==> src/rtl/csr_arb_pkg.sv <==
// Shared types for the CSR request arbiter and related arbiters.
package csr_arb_pkg;

  typedef enum logic {
    ARB_IDLE     = 1'b0,
    ARB_WAIT_RSP = 1'b1
  } arb_state_e;

endpackage

==> src/rtl/csr_rr_pick.sv <==
// Combinational round-robin pick: lowest-offset valid requester starting at ptr.
module csr_rr_pick #(
  parameter int N   = 2,
  parameter int IdW = 1
) (
  input  logic [N-1:0]   valid,
  input  logic [IdW-1:0] ptr,
  output logic [IdW-1:0] gnt_id,
  output logic           gnt_vld
);

  localparam int PosW = (2 * N > 1) ? $clog2(2 * N) : 1;

  logic [2*N-1:0] dbl;

  assign dbl = {valid, valid};

  // Scan the doubled vector from ptr so the wrap-around needs no modulo logic.
  always_comb begin
    int pos;
    gnt_id  = '0;
    gnt_vld = 1'b0;
    pos     = 0;
    for (int i = 0; i < N; i++) begin
      pos = int'(ptr) + i;
      if (!gnt_vld && (pos < 2 * N) && dbl[PosW'(pos)]) begin
        gnt_vld = 1'b1;
        gnt_id  = (pos >= N) ? IdW'(pos - N) : IdW'(pos);
      end
    end
  end

endmodule

==> src/rtl/csr_req_arbiter.sv <==
// Shares one CSR request/response port between NumReq requesters with
// round-robin arbitration and at most one read in flight.
module csr_req_arbiter
  import csr_arb_pkg::*;
#(
  parameter  int NumReq       = 2,
  parameter  int RegDataWidth = 32,
  parameter  int RegAddrWidth = 32,
  localparam int ReqIdWidth   = (NumReq > 1) ? $clog2(NumReq) : 1
) (
  input  logic                                 clk_i,
  input  logic                                 rst_ni,
  input  logic [NumReq-1:0][RegDataWidth-1:0]  req_data_i,
  input  logic [NumReq-1:0][RegAddrWidth-1:0]  req_addr_i,
  input  logic [NumReq-1:0]                    req_write_i,
  input  logic [NumReq-1:0]                    req_valid_i,
  output logic [NumReq-1:0]                    req_ready_o,
  output logic [NumReq-1:0][RegDataWidth-1:0]  rsp_data_o,
  output logic [NumReq-1:0]                    rsp_valid_o,
  input  logic [NumReq-1:0]                    rsp_ready_i,
  output logic [RegDataWidth-1:0]              csr_req_data_o,
  output logic [RegAddrWidth-1:0]              csr_req_addr_o,
  output logic                                 csr_req_write_o,
  output logic                                 csr_req_valid_o,
  input  logic                                 csr_req_ready_i,
  input  logic [RegDataWidth-1:0]              csr_rsp_data_i,
  input  logic                                 csr_rsp_valid_i,
  output logic                                 csr_rsp_ready_o,
  output logic [ReqIdWidth-1:0]                arb_owner_o,
  output logic                                 arb_rd_pending_o
);

  arb_state_e              state_q;
  logic [ReqIdWidth-1:0]   prio_ptr_q;
  logic                    lock_q;
  logic [ReqIdWidth-1:0]   lock_id_q;
  logic [ReqIdWidth-1:0]   owner_id_q;

  logic [ReqIdWidth-1:0]   pick_id;
  logic                    pick_vld;
  logic [ReqIdWidth-1:0]   grant;
  logic                    gnt_vld;
  logic                    req_active;
  logic [ReqIdWidth-1:0]   next_ptr;

  csr_rr_pick #(
    .N   (NumReq),
    .IdW (ReqIdWidth)
  ) u_pick (
    .valid   (req_valid_i),
    .ptr     (prio_ptr_q),
    .gnt_id  (pick_id),
    .gnt_vld (pick_vld)
  );

  // A stalled request keeps its grant; otherwise take the round-robin pick.
  always_comb begin
    grant      = lock_q ? lock_id_q : pick_id;
    gnt_vld    = lock_q | pick_vld;
    req_active = (state_q == ARB_IDLE) && gnt_vld;
    next_ptr   = (grant == ReqIdWidth'(NumReq - 1)) ? '0 : grant + 1'b1;
  end

  // Request path: forward the granted requester to the CSR block.
  always_comb begin
    csr_req_data_o  = '0;
    csr_req_addr_o  = '0;
    csr_req_write_o = 1'b0;
    csr_req_valid_o = 1'b0;
    req_ready_o     = '0;
    if (req_active) begin
      csr_req_data_o     = req_data_i[grant];
      csr_req_addr_o     = req_addr_i[grant];
      csr_req_write_o    = req_write_i[grant];
      csr_req_valid_o    = 1'b1;
      req_ready_o[grant] = csr_req_ready_i;
    end
  end

  // Response path: only the read owner sees the CSR response.
  always_comb begin
    rsp_data_o      = '0;
    rsp_valid_o     = '0;
    csr_rsp_ready_o = 1'b0;
    if (state_q == ARB_WAIT_RSP) begin
      rsp_data_o[owner_id_q]  = csr_rsp_data_i;
      rsp_valid_o[owner_id_q] = csr_rsp_valid_i;
      csr_rsp_ready_o         = rsp_ready_i[owner_id_q];
    end
  end

  // Status: owner is the pending reader, else the current grant.
  always_comb begin
    arb_rd_pending_o = (state_q == ARB_WAIT_RSP);
    if (state_q == ARB_WAIT_RSP) begin
      arb_owner_o = owner_id_q;
    end else begin
      arb_owner_o = gnt_vld ? grant : '0;
    end
  end

  // Arbitration FSM: lock on stall, advance pointer on accept, wait for read data.
  always_ff @(posedge clk_i or negedge rst_ni) begin
    if (!rst_ni) begin
      state_q    <= ARB_IDLE;
      prio_ptr_q <= '0;
      lock_q     <= 1'b0;
      lock_id_q  <= '0;
      owner_id_q <= '0;
    end else begin
      case (state_q)
        ARB_IDLE: begin
          if (req_active) begin
            if (csr_req_ready_i) begin
              lock_q     <= 1'b0;
              prio_ptr_q <= next_ptr;
              if (!csr_req_write_o) begin
                owner_id_q <= grant;
                state_q    <= ARB_WAIT_RSP;
              end
            end else begin
              lock_q    <= 1'b1;
              lock_id_q <= grant;
            end
          end
        end
        ARB_WAIT_RSP: begin
          if (csr_rsp_valid_i && csr_rsp_ready_o) begin
            state_q <= ARB_IDLE;
          end
        end
        default: state_q <= ARB_IDLE;
      endcase
    end
  end

endmodule
==> config.mk <==
export PLATFORM = sky130hd
export DESIGN_NAME = csr_req_arbiter
export DESIGN_NICKNAME = d
export VERILOG_FILES = /design/src/rtl/csr_arb_pkg.sv /design/src/rtl/csr_rr_pick.sv /design/src/rtl/csr_req_arbiter.sv
export SDC_FILE = /design/constraint.sdc
export NUM_CORES = 1
export LEC_CHECK = 0
export CAP_MARGIN = 20
export CORE_AREA = 2 2 121 123
export DETAILED_ROUTE_END_ITERATION = 8
export DIE_AREA = 0 0 123 125
export SLEW_MARGIN = 20
export SYNTH_ARGS = -nofsm -noshare
export SYNTH_HDL_FRONTEND = slang
export SYNTH_SLANG_ARGS = --single-unit
==> constraint.sdc <==
create_clock -name clk_i -period 4.4 [get_ports clk_i]
set_input_delay 1.32 -clock clk_i [delete_from_list [all_inputs] [get_ports clk_i]]
set_output_delay 1.32 -clock clk_i [all_outputs]
set_load 0.03 [all_outputs]
-- After elaboration in Yosys (flattened, before gate mapping)
Cells that the tools add are included.
- flip-flop bits (word level): 5
- logic and storage cells: 81
- $add $sub $neg: 4
- magnitude comparators: 10
- mux-type cells: 43
- bitwise logic cells: 7
- reductions and logical operators: 12
- operators by type and width (kind ; number):
    $mux 32 ; 7
    $and 64x64->64 ; 1
    $mux 64 ; 1
    $demux 32 s1 ; 1
    $mux 1 ; 28
    $logic_and 1x1->1 ; 7
    $lt 1x3->1 const B ; 2
    $reduce_and 3->1 ; 2
    $and 2x2->2 ; 2
    $lt 1x2->1 const B ; 2
    $lt 2x4->1 const B ; 1
    $mux 2 ; 2
    $reduce_and 4->1 ; 1
    $lt 2x3->1 const B ; 1
    $not 1->1 ; 3
    $add 1x1->2 const B ; 1
    $bmux 1 s2 ; 1
    $demux 1 s1 ; 2
    $ge 1x1->1 const B ; 2
    $ge 1x2->1 const B ; 1
    $ge 2x2->1 const B ; 1
    $pmux 1 s2 ; 1
    $reduce_and 2->1 ; 1
    $sub 1x1->1 const B ; 2
    3 further kinds ; 3

-- Longest topological paths before layout
- word-level depth: 16
- depth in mapped cells: 6
- mapped depth without buffers: 4

-- Hierarchy
A second synthesis with hierarchy kept.
- cell total of the unflattened synthesis: 325
- area total of the unflattened synthesis: 1687.9 µm²
- modules (own cells, without submodules) (module ; instances ; cells an instance ; area each (µm²)):
    csr_req_arbiter ; 1 ; 322 ; 1670.4
    csr_rr_pick ; 1 ; 3 ; 17.5

-- Least setup slack after synthesis
Ideal clock, no wire load.
- path type: input port to output port
- start point: input req_valid_i[0]
- end point: output arb_owner_o
- arrival: 2.698 ns
- data required time: 3.080 ns
- setup slack: 0.382 ns
- stages on the path: 5
- buffers on the path: 2
- path through: nor2b_1 -> o21a_2 -> buf_4 -> buf_2 -> o21ai_0
- cells in the longest elaborated chain, start to end: 11
- RTL lines (item ; RTL line ; text):
    start: declaration ; csr_req_arbiter.sv:16 ; input logic [NumReq-1:0] req_valid_i,
    $mux 1 (implied by the code) (2 in a row) ; csr_rr_pick.sv:26 ; if (!gnt_vld && (pos < 2 * N) && dbl[PosW'(pos)]) begin
    $logic_and 1x1->1 ; csr_rr_pick.sv:26 ;
    $mux 1 ; csr_rr_pick.sv:26 ;
    $logic_not 1->1 ; csr_rr_pick.sv:26 ;
    $logic_and 1x1->1 (2 in a row) ; csr_rr_pick.sv:26 ;
    $mux 1 ; csr_rr_pick.sv:26 ;
    $mux 1 / $or 1x1->1 (equally long branches) ; csr_req_arbiter.sv:58, csr_req_arbiter.sv:59 ;
    $mux 1 (*) ; csr_req_arbiter.sv:98 ; arb_owner_o = gnt_vld ? grant : '0;
    $mux 1 (*) ; csr_req_arbiter.sv:95 ; if (state_q == ARB_WAIT_RSP) begin
    end: declaration ; csr_req_arbiter.sv:29 ; output logic [ReqIdWidth-1:0] arb_owner_o,
Every way passes the cells marked *; elsewhere a longest branch is shown, timed or not. The select of a mux whose other input is x is not followed.

-- Worst setup path in the final report
- start point: input req_valid_i[0]
- end point: output csr_req_write_o
- cells in the longest elaborated chain, start to end: 12
- RTL lines (item ; RTL line ; text):
    $mux 1 (implied by the code) (2 in a row) ; csr_rr_pick.sv:26 ;
    $logic_and 1x1->1 ; csr_rr_pick.sv:26 ;
    $mux 1 ; csr_rr_pick.sv:26 ;
    $logic_not 1->1 ; csr_rr_pick.sv:26 ;
    $logic_and 1x1->1 (2 in a row) ; csr_rr_pick.sv:26 ;
    $mux 1 ; csr_rr_pick.sv:26 ;
    $mux 1 ; csr_req_arbiter.sv:58 ; grant = lock_q ? lock_id_q : pick_id;
    $mux 1 (implied by the code) (2 in a row) ; csr_req_arbiter.sv:74 ; csr_req_write_o = req_write_i[grant];
    $mux 1 (*) ; csr_req_arbiter.sv:71 ; if (req_active) begin
    end: declaration ; csr_req_arbiter.sv:23 ; output logic csr_req_write_o,
Marks and branches as above.

==> impl_metrics.py <==
metrics = {
    "route": {
        "wire_per_inst_um": 13.8,
        "wl_mm": 11.0,
        "vias": 3246,
        "via_per_inst": 4.08,
        "antenna_left": 0,
        "dr_wl_met2_mm": 5.71,
        "top_layer_used": "met4",
        "wl_met1_mm": 4.42,
        "first_pass_iters": 4,
        "drcViolationCount": 0,
        "dr.first_iter.drc_count": 119,
        "wl_met3_um": 764,
    },
    "logic_synthesis": {
        "synth-edff-count": 0,
        "yosysTopAreaCellShare_pct": 29.2,
        "netlist_instances": 325,
        "synthDistinctLibCells": 26,
        "netlist_area_um2": 1670,
        "synth_top_area_cell": "nand2_1",
        "synth_area_leaders": "nand2_1 (29%), a21oi_1 (19%), and2_1 (13%)",
        "syn-num-nets": 495,
        "synthArstFlopShare_pct": 100,
        "ys_seq_area_share_pct": 7.50,
        "ys_seq_elements": 5,
        "yosys_warnings": 0,
        "synth_area_per_cell_um2": 5.14,
        "synth_ff_type": "dfrtp_1",
    },
    "sta": {
        "fin_crit_sh_pct": 97.9,
        "finalSetupTns_ns": 0,
        "slew_headroom_pct": 76.7,
        "hold_violations": 0,
        "finalSetupViolCount": 0,
        "rsz0062_at_grt": "no",
        "fmax_mhz": 232,
        "hold_ws_ns": 0.496,
        "period_minus_slack_ns": 4.31,
        "final_max_slew_viol_count": 0,
        "tightest_slew_ns": 0.347,
        "skew_ns": 0.00188,
    },
    "setup_path": {
        "cpPeakStageDelay_ns": 0.48,
        "r2r_slack_ns": 2.79,
        "path_delay_family": "buffers and inverters",
        "crit_type": "input port to output pin",
        "cp_num_buf_inv": 2,
        "cp-start-kind": "input port",
        "path_max_fanout": 3,
        "critPathCaptureType": "output pin",
        "crit_chain": "clkdlybuf4s50_1 -> nor2b_2 -> o21a_2 -> mux2_2 -> and2_1 -> buf_4",
        "cp.required_ns": 3.08,
        "crit_slowest_cell": "clkdlybuf4s50_1",
        "arrival_ns": 2.99,
    },
    "grt": {
        "track_usage_pct": 12.5,
        "grt_max_degree": 55,
        "grt-ovfl-total": 0,
        "grt_pass1_vias": 2968,
        "antenna_found_initial": 0,
        "grt_first_pass_wirelength_mm": 15.6,
    },
    "place": {
        "gp_congestion": 0.919,
        "dp.cells": 792,
        "dpl.hpwl_mm": 8.98,
        "portBuffers": 306,
    },
    "cells_and_area": {
        "diodes": 0,
        "area_growth_syn_to_layout_pct": 196,
        "drive_above_1_share_pct": 14.5,
        "fin_util_pct": 34.8,
        "fin_cells": 796,
        "fill_cells": 1499,
        "final_nets": 783,
    },
    "floorplan": {
        "die_h_um": 125,
        "core_um2": 14200,
        "dieArea_um2": 15400,
        "rows": 44,
        "pin_count": 307,
        "die_x_um": 123,
        "start_util_pct": 11.8,
    },
    "cts": {
        "numCtsBuffers": 3,
        "clock_sink_count": 5,
        "clk_path_buf_depth": 2,
        "cts.root.buffer_cell": "clkbuf_16",
        "clk_pin_slew_worst_paths_ns": 0.03,
        "htreeDepth": 1,
        "cts_tree": "built",
        "clk_latency_ns": 0.23,
    },
    "power_and_ir_drop": {
        "ir_drop_uv": 325,
        "power.density_nw_per_um2": 571,
        "p_leak_uw": 0.00220,
    },
    "run": {
        "drv_cap": 0,
    },
    "min_path": {
        "hold_class": "register to register",
    },
    "run_status": {
        "status": "finished clean",
    },
}
==> cell type report <==
class                           instances  area [um2]  share of cell area, %
Clock buffer                            4        78.8                   1.60
Inverter                                2        7.51                  0.152
Multi-Input combinational cell        284        1390                   28.2
Sequential cell                         5         125                   2.53
Tap cell                              184         230                   4.66
Timing Repair Buffer                  317        3100                   62.8
==> layer usage <==
layer	vias to the layer above	GRT usage [%]
met1	1474	15.3
li1	1629	-
met4	0	1.74
met3	10	1.82
met2	133	23.2
met5	-	0
==> state kept, by name, summed over array words and instances (netlist names) <==
signal,cells
arb_rd_pending_o,1
lock_id_q,1
lock_q,1
owner_id_q,1
prio_ptr_q,1
==> synth_stat cells (2+ instances only) <==
cell,instances
mux2_2,2
a21oi_1,64
buf_2,13
a21o_1,2
nor2_1,6
clkbuf_1,15
dfrtp_1,5
buf_1,3
o21ai_0,2
and2_1,34
buf_4,2
nand2_1,130
inv_1,2
and3_1,33
==> path summary, 6_finish.rpt <==
kind | startpoint | to | cells past startpoint
setup / recovery | req_valid_i[0] | csr_req_write_o | 6
hold / removal | prio_ptr_q | prio_ptr_q | 1
setup reg to reg | arb_rd_pending_o | lock_id_q | 4
hold reg to reg | prio_ptr_q | prio_ptr_q | 1
max in group asynchronous | rst_ni | arb_rd_pending_o | 1
min in group asynchronous | rst_ni | lock_id_q | 1
==> timing repair <==
item	CTS	global route
setup endpoints to repair	0	13
buffers inserted	0	0
gates resized for setup	0	1
endpoints found under the hold margin	0	0
hold buffers	0	0
==> logic make-up (layout without fill, tap and decap cells) <==
| group | Yosys count | count (layout) | synth area share (%) |
|---|---|---|---|
| AND/OR/NAND/NOR | 208 | 208 | 57.6 |
| AO/OA/AOI/OAI | 73 | 73 | 23.3 |
| buffers and inverters | 36 | 323 | 9.59 |
| multiplexers | 3 | 3 | 1.95 |
| flip-flops | 5 | 5 | 7.50 |
==> power breakdown <==
group          internal, uW  switching [uW]
Sequential             65.8            18.9
Combinational          1020            1560
Clock                   120            30.1
Total                  1210            1610
==> cells in the final DEF (no fill, tap or decap), drive strengths merged, types with 2 or more instances in the layout <==
cell type	instances
a21oi	65
clkdlybuf4s50	238
and3	33
nand2	130
and2	34
dfrtp	5
a21o	2
buf	79
nor2	6
mux2	2
inv	2
o21ai	3
clkbuf	4
==> worst register-to-register path, cell delays in order (launching register included) <==
cell and delay, ns:
dfrtp_1 0.43, or2_2 0.38, buf_12 0.18, nor2_1 0.15
mux2_2 0.35
==> stage by stage <==
step / total power [uW] / setup slack (ns) / instance area (um2)
after global placement: 2670 / 0.0259 / 4850
after detailed placement: 2690 / 0.0164 / 4850
after CTS: 2850 / 0.00847 / 4930
after floorplan: 1580 / 0.382 / 1670
after global routing: 3000 / 0.0134 / 4940
final: 2820 / 0.0918 / 4940
Power figures use the tool's default switching activity.
